### config.mk
export PLATFORM = sky130hd
export DESIGN_NAME = wb_sram_responder_flat
export DESIGN_NICKNAME = d
export VERILOG_FILES = /design/src/rtl/wb_sram_responder_if.sv /design/src/rtl/wb_sram_responder.sv /design/src/flat_wrapper.sv
export SDC_FILE = /design/constraint.sdc
export NUM_CORES = 1
export LEC_CHECK = 0
export ABC_AREA = 0
export CAP_MARGIN = 20
export CORE_MARGIN = 4
export CORE_UTILIZATION = 36
export CTS_BUF_LIST = sky130_fd_sc_hd__clkbuf_4
export CTS_CLUSTER_DIAMETER = 200
export CTS_CLUSTER_SIZE = 25
export DETAILED_ROUTE_END_ITERATION = 10
export PLACE_DENSITY_LB_ADDON = 0.12
export SYNTH_ARGS = -nofsm -noshare
export SYNTH_HDL_FRONTEND = slang
export SYNTH_SLANG_ARGS = --single-unit
export TNS_END_PERCENT = 100
### constraint.sdc
create_clock -name wb_clk_i -period 1.15 [get_ports wb_clk_i]
set_clock_uncertainty 0.05 [all_clocks]
set_input_delay 0.345 -clock wb_clk_i [delete_from_list [all_inputs] [get_ports wb_clk_i]]
set_output_delay 0.345 -clock wb_clk_i [all_outputs]
set_load 0.01 [all_outputs]
### src/rtl/wb_sram_responder_if.sv
// Wishbone slave-side bus bundle for wb_sram_responder.
// The master raises cyc/stb with we/sel/adr/dat; the slave answers with a one-cycle ack and registered read data.
interface wb_sram_responder_if;
    logic        wbs_stb_i;
    logic        wbs_cyc_i;
    logic        wbs_we_i;
    logic [3:0]  wbs_sel_i;
    logic [31:0] wbs_dat_i;
    logic [31:0] wbs_adr_i;
    logic        wbs_ack_o;
    logic [31:0] wbs_dat_o;

    modport slave (
        input  wbs_stb_i, wbs_cyc_i, wbs_we_i, wbs_sel_i, wbs_dat_i, wbs_adr_i,
        output wbs_ack_o, wbs_dat_o
    );

    modport master (
        output wbs_stb_i, wbs_cyc_i, wbs_we_i, wbs_sel_i, wbs_dat_i, wbs_adr_i,
        input  wbs_ack_o, wbs_dat_o
    );
endinterface

### src/rtl/wb_sram_responder.sv
// Wishbone slave bridging single-word transfers onto a synchronous SRAM macro port.
// Every output is a flop; the FSM state is visible on o_dbg_state.
module wb_sram_responder #(
    parameter int ADDR_W       = 8,
    parameter int READ_LATENCY = 1
) (
    input  logic                wb_clk_i,
    input  logic                wb_rst_i,
    wb_sram_responder_if.slave  wbs,
    output logic                sram_csb0,
    output logic                sram_web0,
    output logic [3:0]          sram_wmask0,
    output logic [ADDR_W-1:0]   sram_addr0,
    output logic [31:0]         sram_din0,
    input  logic [31:0]         sram_dout0,
    output logic [1:0]          o_dbg_state
);

    typedef enum logic [1:0] {IDLE, ACCESS, WAIT, ACK} state_t;

    localparam logic [2:0] LAST_WAIT = 3'(READ_LATENCY - 1);

    state_t      r_state;
    state_t      w_next;
    logic        r_we;
    logic [2:0]  r_cnt;
    logic        w_req;
    logic        w_accept;
    logic        w_capture;
    logic        w_unused;

    assign w_req     = wbs.wbs_cyc_i & wbs.wbs_stb_i;
    assign w_accept  = (r_state == IDLE) && (w_next == ACCESS);
    assign w_capture = (r_state == WAIT) && (w_next == ACK);
    assign o_dbg_state = r_state;
    // Byte offset and bits above the window belong to the address mux.
    assign w_unused  = &{1'b0, wbs.wbs_adr_i[31:ADDR_W+2], wbs.wbs_adr_i[1:0]};

    always_comb begin
        w_next = r_state;
        case (r_state)
            IDLE:    if (w_req) w_next = ACCESS;
            ACCESS:  w_next = r_we ? ACK : WAIT;
            WAIT: begin
                if (!wbs.wbs_cyc_i)          w_next = IDLE;
                else if (r_cnt == LAST_WAIT) w_next = ACK;
            end
            ACK:     w_next = IDLE;
            default: w_next = IDLE;
        endcase
    end

    always_ff @(posedge wb_clk_i) begin
        if (wb_rst_i) begin
            r_state       <= IDLE;
            r_we          <= 1'b0;
            r_cnt         <= '0;
            wbs.wbs_ack_o <= 1'b0;
            wbs.wbs_dat_o <= '0;
            sram_csb0     <= 1'b1;
            sram_web0     <= 1'b1;
            sram_wmask0   <= 4'b0000;
            sram_addr0    <= '0;
            sram_din0     <= '0;
        end else begin
            r_state       <= w_next;
            wbs.wbs_ack_o <= (w_next == ACK);
            r_cnt         <= (r_state == WAIT) ? r_cnt + 3'd1 : 3'd0;
            // ACCESS is only ever entered from IDLE, so the live bus inputs are the request.
            sram_csb0     <= ~w_accept;
            sram_web0     <= w_accept ? ~wbs.wbs_we_i : 1'b1;
            sram_wmask0   <= (w_accept && wbs.wbs_we_i) ? wbs.wbs_sel_i : 4'b0000;
            if (w_accept) begin
                r_we       <= wbs.wbs_we_i;
                sram_addr0 <= wbs.wbs_adr_i[ADDR_W+1:2];
                sram_din0  <= wbs.wbs_dat_i;
            end
            if (w_capture) wbs.wbs_dat_o <= sram_dout0;
        end
    end

endmodule
### src/flat_wrapper.sv
// flat-port wrapper written by rule: the top's interface ports become plain ports
module wb_sram_responder_flat 
#(
    parameter int ADDR_W       = 8,
    parameter int READ_LATENCY = 1
)
  (wb_clk_i, wb_rst_i, sram_csb0, sram_web0, sram_wmask0, sram_addr0, sram_din0, sram_dout0, o_dbg_state, wbs_wbs_stb_i, wbs_wbs_cyc_i, wbs_wbs_we_i, wbs_wbs_sel_i, wbs_wbs_dat_i, wbs_wbs_adr_i, wbs_wbs_ack_o, wbs_wbs_dat_o);
  wb_sram_responder_if wbs_i ();
  input  logic wb_clk_i;
  input  logic wb_rst_i;
  output logic sram_csb0;
  output logic sram_web0;
  output logic [3:0] sram_wmask0;
  output logic [ADDR_W-1:0] sram_addr0;
  output logic [31:0] sram_din0;
  input  logic [31:0] sram_dout0;
  output logic [1:0] o_dbg_state;
  input wire logic [$bits(wbs_i.wbs_stb_i)-1:0] wbs_wbs_stb_i;
  input wire logic [$bits(wbs_i.wbs_cyc_i)-1:0] wbs_wbs_cyc_i;
  input wire logic [$bits(wbs_i.wbs_we_i)-1:0] wbs_wbs_we_i;
  input wire logic [$bits(wbs_i.wbs_sel_i)-1:0] wbs_wbs_sel_i;
  input wire logic [$bits(wbs_i.wbs_dat_i)-1:0] wbs_wbs_dat_i;
  input wire logic [$bits(wbs_i.wbs_adr_i)-1:0] wbs_wbs_adr_i;
  output wire logic [$bits(wbs_i.wbs_ack_o)-1:0] wbs_wbs_ack_o;
  output wire logic [$bits(wbs_i.wbs_dat_o)-1:0] wbs_wbs_dat_o;
  assign wbs_i.wbs_stb_i = wbs_wbs_stb_i;
  assign wbs_i.wbs_cyc_i = wbs_wbs_cyc_i;
  assign wbs_i.wbs_we_i = wbs_wbs_we_i;
  assign wbs_i.wbs_sel_i = wbs_wbs_sel_i;
  assign wbs_i.wbs_dat_i = wbs_wbs_dat_i;
  assign wbs_i.wbs_adr_i = wbs_wbs_adr_i;
  assign wbs_wbs_ack_o = wbs_i.wbs_ack_o;
  assign wbs_wbs_dat_o = wbs_i.wbs_dat_o;
  wb_sram_responder #(.ADDR_W(ADDR_W), .READ_LATENCY(READ_LATENCY)) u_core (.wb_clk_i(wb_clk_i), .wb_rst_i(wb_rst_i), .wbs(wbs_i), .sram_csb0(sram_csb0), .sram_web0(sram_web0), .sram_wmask0(sram_wmask0), .sram_addr0(sram_addr0), .sram_din0(sram_din0), .sram_dout0(sram_dout0), .o_dbg_state(o_dbg_state));
endmodule
==> run_results.csv, run 1 <==
group,metric,value,unit
power,switching_share,0.237,
power,peakVddDrop,0.609,mV
route,wl_per_cell,14.3,µm
sta,whs,211,ps
floorplan,io_pins,186,
power,pwr-share-comb,0.186,
clock_network,cts_buffers,9,
floorplan,die-area,0.0113,mm²
power,clkPwrFrac,0.347,
synthesis,synth_compound_area_frac,0.0893,
floorplan,start_util,0.372,
critical_path,regToRegStartpoint,"u_core.o_dbg_state[1]",
cells_and_area,fin_util,0.670,
floorplan,coreArea,0.00933,mm²
sta,post-route-period-util,1.28,
sta,final.min_clock_period,1480,ps
power,switchingPower,1.60,mW
global_route,grt_busiest_layer,"met2",
route,via_count,3100,
critical_path,cp.arrival,1790,ps
sta,slew-limit-headroom,0.826,
synthesis,synth_area_per_cell,9.65,µm²
clock_network,cts_buffer_depth,2,
synthesis,yosysTopAreaCellShare,0.490,
sta,setup_ws,-328,ps
hold_path,whs_endpoint,"u_core.sram_web0",
cells_and_area,area_delta_synth_final,80.0,%
critical_path,endpoint_kind,"register",
clock_network,htreeDepth,3,
hold_path,worstHoldPathCells,3,
critical_path,critPathRequiredTime,1460,ps
global_route,grt_start_max_net_pins,52,
synthesis,synthXorXnorAreaFrac,0.00252,
global_route,grt_use_met3,0.0534,
sta,slew_viol_final,0,
clock_network,clk-insertion-delay-late,400,ps
clock_network,clk_pin_slew,150,ps
floorplan,row_count,35,
global_route,antenna_found_initial,0,
hold_path,holdCritStartpoint,"wb_rst_i",
critical_path,r2r-end,"u_core.sram_din0[23]",
clock_network,cts_tree,"done",
run_status,run_status,"finished, violations left",
synthesis,synth_edf_count,0,
synthesis,synth_cells,360,
synthesis,yosys.area_share.adder,0.00720,
power,total_power,6.74,mW
power,p_int,5.14,mW
global_route,use_met1,0.200,
job,cap_violations,0,
synthesis,synth_seq_cells,85,
power,p_leak,2.51,nW
synthesis,seq_area_frac_synth,0.490,
global_route,grt_pass1_wl,14500,µm
synthesis,ys_warn_count,0,
floorplan,die-width,106,µm
synthesis,async_flop_share,0,
route,final_antenna_net_count,0,
power,power.density,1080,mW/mm²
cells_and_area,fin_cells,691,
synthesis,synth_top_family_by_area,"simple AND/OR/NAND/NOR gates",
synthesis,netlist_area,0.00347,mm²
global_route,met2_usage,0.261,
cells_and_area,diodes,0,
route,first_iter_violations,102,
sta,hold_viol,0,
power,seq_power_share,0.466,
critical_path,worstSetupPathType,"input pin to register",
route,firstDrtPassIters,4,
critical_path,cp_max_fo,8,
synthesis,synth_area_leaders,"dfxtp_1, nand2b_1, mux2i_1, nand2_1, a21oi_2",
sta,fmax,0.677,GHz
placed_design,dp_cells,648,
route,viasPerCell,4.49,
sta,setup_viol,165,
synthesis,synth_most_common_cell,"dfxtp_1",
placed_design,place_hpwl,6280,µm
global_route,grt_usage,0.160,
synthesis,yosys-top-cells-count,"dfxtp_1, nand2_1, nand2b_1, mux2i_1, a21oi_2",
route,route.detailed.drc,0,
placed_design,numPortBuffers,161,
cells_and_area,drive_above_1_share,0.550,
critical_path,start_kind,"input pin",
critical_path,r2r_cells,5,
clock_network,cts_sinks,85,
global_route,grt_pass1_vias,2944,
clock_network,root_buffer,"clkbuf_4",
route,drt-total-wl,9880,µm
global_route,globalRouteOverflowTotal,0,
placed_design,gp_congestion,0.699,
synthesis,yosys.area.top_type,"dfxtp_1",
synthesis,syn_nets,467,
cells_and_area,nets,665,
sta,tightest_slew,260,ps
synthesis,muxShareOfSynthArea,0.0922,
synthesis,synth_ff_type,"dfxtp_1",
run_status,violations,"setup timing",
floorplan,die_h,106,µm
critical_path,r2r_setup_slack,-280,ps
hold_path,hp-class,"input pin to register",
sta,grt_setup_unrepaired,"true",
placed_design,pre_cts_ws,-677,ps
synthesis,yosys.area_share.simple,0.254,
synthesis,synth_cell_types,26,
sequential cells by signal (all words and copies together) (netlist names):
name                  count
u_core.o_dbg_state        2
u_core.r_we               1
u_core.r_cnt              3
u_core.sram_csb0          1
u_core.sram_addr0         8
u_core.sram_din0         32
u_core.wbs.wbs_dat_o     32
u_core.sram_wmask0        4
u_core.wbs.wbs_ack_o      1
u_core.sram_web0          1
metal layers:
layer / up-vias / part of all wire
li1: 1551 / -
met1: 1437 / 0.43
met2: 107 / 0.50
met3: 5 / 0.062
met4: 0 / 0.0055
met5: - / 0
what timing repair did:
item / CTS / global route
buffers inserted: 11 / 11
pin swaps: 3 / 31
hold buffers: 0 / 0
resized for setup: 478 / 83
gates cloned: 1 / 5
setup endpoints to repair: 165 / 165
metrics by stage:
stage | area, µm² | TNS, ps
finish | 6250 | -31600
global route | 6250 | -39880
CTS | 5780 | -29300
detailed placement | 5310 | -58530
global placement | 5310 | -56680
floorplan | 3490 | -4000
cell type report:
| type | instances | area [µm²] |
|---|---|---|
| Fill cell | 742 | 3080 |
| Timing Repair Buffer | 212 | 2260 |
| Sequential cell | 85 | 1800 |
| Multi-Input combinational cell | 245 | 1800 |
| Tap cell | 129 | 161 |
| Clock inverter | 6 | 136 |
| Clock buffer | 9 | 67.6 |
| Inverter | 5 | 23.8 |
layout by cell type, fill, tap and decap left out, types with 2 or more instances in the layout:
cell type / count
buf_4: 34
inv_2: 2
mux2i_1: 31
buf_2: 4
clkbuf_16: 3
nand3b_1: 2
a21oi_2: 41
nand2b_1: 65
dfxtp_1: 5
clkbuf_4: 9
nand2_2: 11
buf_12: 7
inv_1: 2
nand2_1: 58
and2_1: 4
dfxtp_2: 79
buf_6: 83
nor2_1: 2
bufinv_16: 4
a21oi_1: 2
nand2_4: 15
clkdlybuf4s50_1: 79
logic make-up after synthesis:
| family | after synthesis |
|---|---|
| xor+xnor | 1 |
| mux | 32 |
| flops | 85 |
| simple gates | 166 |
| compound gates | 44 |
| fa+ha+maj | 2 |
| buf+inv | 30 |
worst max path at each step:
| stage | from | endpoint | slack, ps | cells after the start |
|---|---|---|---|---|
| global placement | wbs_wbs_cyc_i | u_core.wbs.wbs_dat_o[10] | -640 | 5 |
| finish | wbs_wbs_cyc_i | u_core.sram_din0[23] | -330 | 5 |
| CTS | u_core.r_cnt[1] | u_core.wbs.wbs_dat_o[28] | -240 | 6 |
| detailed placement | wbs_wbs_cyc_i | u_core.wbs.wbs_dat_o[18] | -680 | 5 |
| floorplan | u_core.r_cnt[1] | u_core.wbs.wbs_dat_o[0] | -130 | 6 |
| global route | u_core.r_cnt[1] | u_core.wbs.wbs_dat_o[12] | -350 | 6 |
power by group through the flow:
stage	Clock, mW	Sequential (mW)	Combinational (mW)
floorplan	0	3.22	0.401
global placement	0	3.17	1.01
detailed placement	0	3.17	1.02
CTS	2.43	3.14	1.07
global route	2.56	3.16	1.34
finish	2.34	3.14	1.26
worst max-delay path, cell delays in order:
cell and delay, ps:
clkdlybuf4s50_1 610, and4bb_4 420, clkbuf_16 230, nand2_4 50, a21oi_2 130
Power figures use the tool's default switching activity.
==> run 2, diff against run 1 <==
--- a/config.mk
+++ b/config.mk
@@ -7,12 +7,14 @@
 export LEC_CHECK = 0
 export ABC_AREA = 0
 export CAP_MARGIN = 20
+export CORE_ASPECT_RATIO = 1.2
 export CORE_MARGIN = 4
 export CORE_UTILIZATION = 36
 export CTS_BUF_LIST = sky130_fd_sc_hd__clkbuf_4
 export CTS_CLUSTER_DIAMETER = 200
 export CTS_CLUSTER_SIZE = 25
 export DETAILED_ROUTE_END_ITERATION = 10
+export GPL_TIMING_DRIVEN = 0
 export PLACE_DENSITY_LB_ADDON = 0.12
 export SYNTH_ARGS = -nofsm -noshare
 export SYNTH_HDL_FRONTEND = slang
==> run_results.csv, run 2 (synthesized netlist as in run 1, its figures left out) <==
group,metric,value,unit
run_status,run_status,"finished, violations left",
run_status,violations,"setup timing",
sta,tightest_slew,358,ps
critical_path,r2r-end,"u_core.sram_din0[19]",
route,viasPerCell,4.50,
hold_path,holdCritStartpoint,"wb_rst_i",
cells_and_area,multiInputGateArea,0.00179,mm²
sta,post-route-period-util,1.23,
cells_and_area,drive_above_1_share,0.527,
cells_and_area,fillerInstances,798,
floorplan,start_util,0.367,
route,wl_per_cell,14.1,µm
global_route,globalRouteOverflowTotal,0,
floorplan,die_h,116,µm
critical_path,critPathRequiredTime,1450,ps
critical_path,cp-startpoint,"u_core.o_dbg_state[1]",
clock_network,cts_sinks,85,
route,final_antenna_net_count,0,
cells_and_area,layout_commonest_cell,"buf_6",
sta,hold_viol,0,
sta,setup_viol,165,
route,route.detailed.drc,0,
floorplan,row_count,39,
placed_design,place_hpwl,6630,µm
clock_network,clk-insertion-delay-late,420,ps
critical_path,r2r_cells,6,
clock_network,cts_tree,"done",
global_route,grt_usage,0.161,
placed_design,gp_congestion,0.733,
critical_path,endpoint_kind,"register",
floorplan,die-area,0.0113,mm²
power,power.density,1030,mW/mm²
sta,fin_setup_tns,-28150,ps
route,drt-total-wl,9630,µm
placed_design,numPortBuffers,160,
cells_and_area,area_delta_synth_final,75.3,%
cells_and_area,seq_area,0.00181,mm²
hold_path,hp-class,"input pin to register",
job,cap_violations,0,
sta,setup_ws,-267,ps
power,p_leak,2.43,nW
sta,fmax,0.706,GHz
route,via_count,3076,
critical_path,start_kind,"register",
clock_network,root_buffer,"clkbuf_4",
global_route,antenna_found_initial,0,
clock_network,cts_buffer_depth,2,
clock_network,hold_buffers,0,
floorplan,coreArea,0.00947,mm²
cells_and_area,diodes,0,
cells_and_area,final_cell_mix,"buf_6, clkdlybuf4s50_1, dfxtp_2",
hold_path,worstHoldPathCells,2,
critical_path,cp_max_fo,8,
route,firstDrtPassIters,4,
floorplan,io_pins,186,
clock_network,cts_buffers,9,
critical_path,regToRegStartpoint,"u_core.o_dbg_state[1]",
clock_network,clk_pin_slew,130,ps
global_route,grt_pass1_vias,3146,
global_route,grt_start_max_net_pins,15,
hold_path,whs_endpoint,"u_core.o_dbg_state[1]",
cells_and_area,largestRegisters,"u_core.sram_din0 x32, u_core.wbs.wbs_dat_o x32, u_core.sram_addr0 x8",
sta,slew-limit-headroom,0.762,
route,first_iter_violations,72,
sta,grt_setup_unrepaired,"true",
sta,final.min_clock_period,1420,ps
critical_path,r2r_setup_slack,-270,ps
cells_and_area,fin_util,0.643,
power,peakVddDrop,0.580,mV
sta,slew_viol_final,0,
global_route,grt_pass1_wl,14900,µm
cells_and_area,nets,662,
critical_path,worstSetupPathType,"register to register",
clock_network,htreeDepth,3,
critical_path,cp.arrival,1720,ps
floorplan,die-width,97.7,µm
[run 2: cell count changes in the layout (fill, tap and decap cells not counted), sizes merged]
| cell | before | now |
|---|---|---|
| buf | 130 | 122 |
| bufinv | 4 | 2 |
| clkbuf | 12 | 17 |
| clkdlybuf4s50 | 79 | 78 |
| clkinv | 1 | 4 |
| dlymetal6s2s | 0 | 1 |
[run 2: worst max-delay path, cell delays in order (launching register included)]
cell,delay [ps]
dfxtp_4,370
buf_6,120
and4bb_1,290
buf_8,180
clkbuf_16,170
nand2_1,50
a21oi_1,110
[run 2: cell type report]
cell class                 count  share of cell area
clock buffer                   9              0.0111
buffer                        25              0.0380
inverter                       5             0.00349
sequential                    85               0.297
tap                          123              0.0253
clock inverter                 7              0.0148
multi-input combinational    245               0.293
timing repair buffer         184               0.317
[run 2: power breakdown]
part           internal [mW]  switching (mW)  total [mW]
Combinational          0.742           0.486        1.23
Clock                  0.871            1.05        1.92
Sequential              3.07          0.0729        3.14
[run 2: timing repair]
item	4_1_cts	5_1_grt
endpoints found under the setup margin	163	165
pin swaps	11	38
gates resized for setup	495	63
setup buffers	13	9
gates cloned	1	2
[run 2: worst max-delay path by stage]
| stage | cells after the start | end |
|---|---|---|
| 2_1_floorplan | 6 | u_core.wbs.wbs_dat_o[0] |
| 3_3_place_gp | 5 | u_core.wbs.wbs_dat_o[6] |
| 3_5_place_dp | 5 | u_core.wbs.wbs_dat_o[5] |
| 4_1_cts | 6 | u_core.wbs.wbs_dat_o[31] |
| 5_1_grt | 6 | u_core.sram_din0[10] |
| 6_report | 6 | u_core.sram_din0[19] |
[run 2: per-layer routing]
metal | routed length (µm) | GRT usage | vias to the layer above
met1 | 3950 | 0.188 | 1413
met2 | 4790 | 0.274 | 106
li1 | - | - | 1545
met3 | 741 | 0.0590 | 12
met4 | 145 | 0.0600 | 0
met5 | 0 | 0 | -
[run 2: through the flow]
step                      std cells  area, µm²  setup slack [ps]  power (mW)  hold WS (ps)
after global placement          643       5250              -674        4.18           365
after detailed placement        643       5250              -720        4.19           372
after CTS                       673       5740              -245        6.23           174
after floorplan                 360       3490              -133        3.62           356
final                           683       6090              -267        6.29           203
after global routing            683       6090              -317        6.59           216
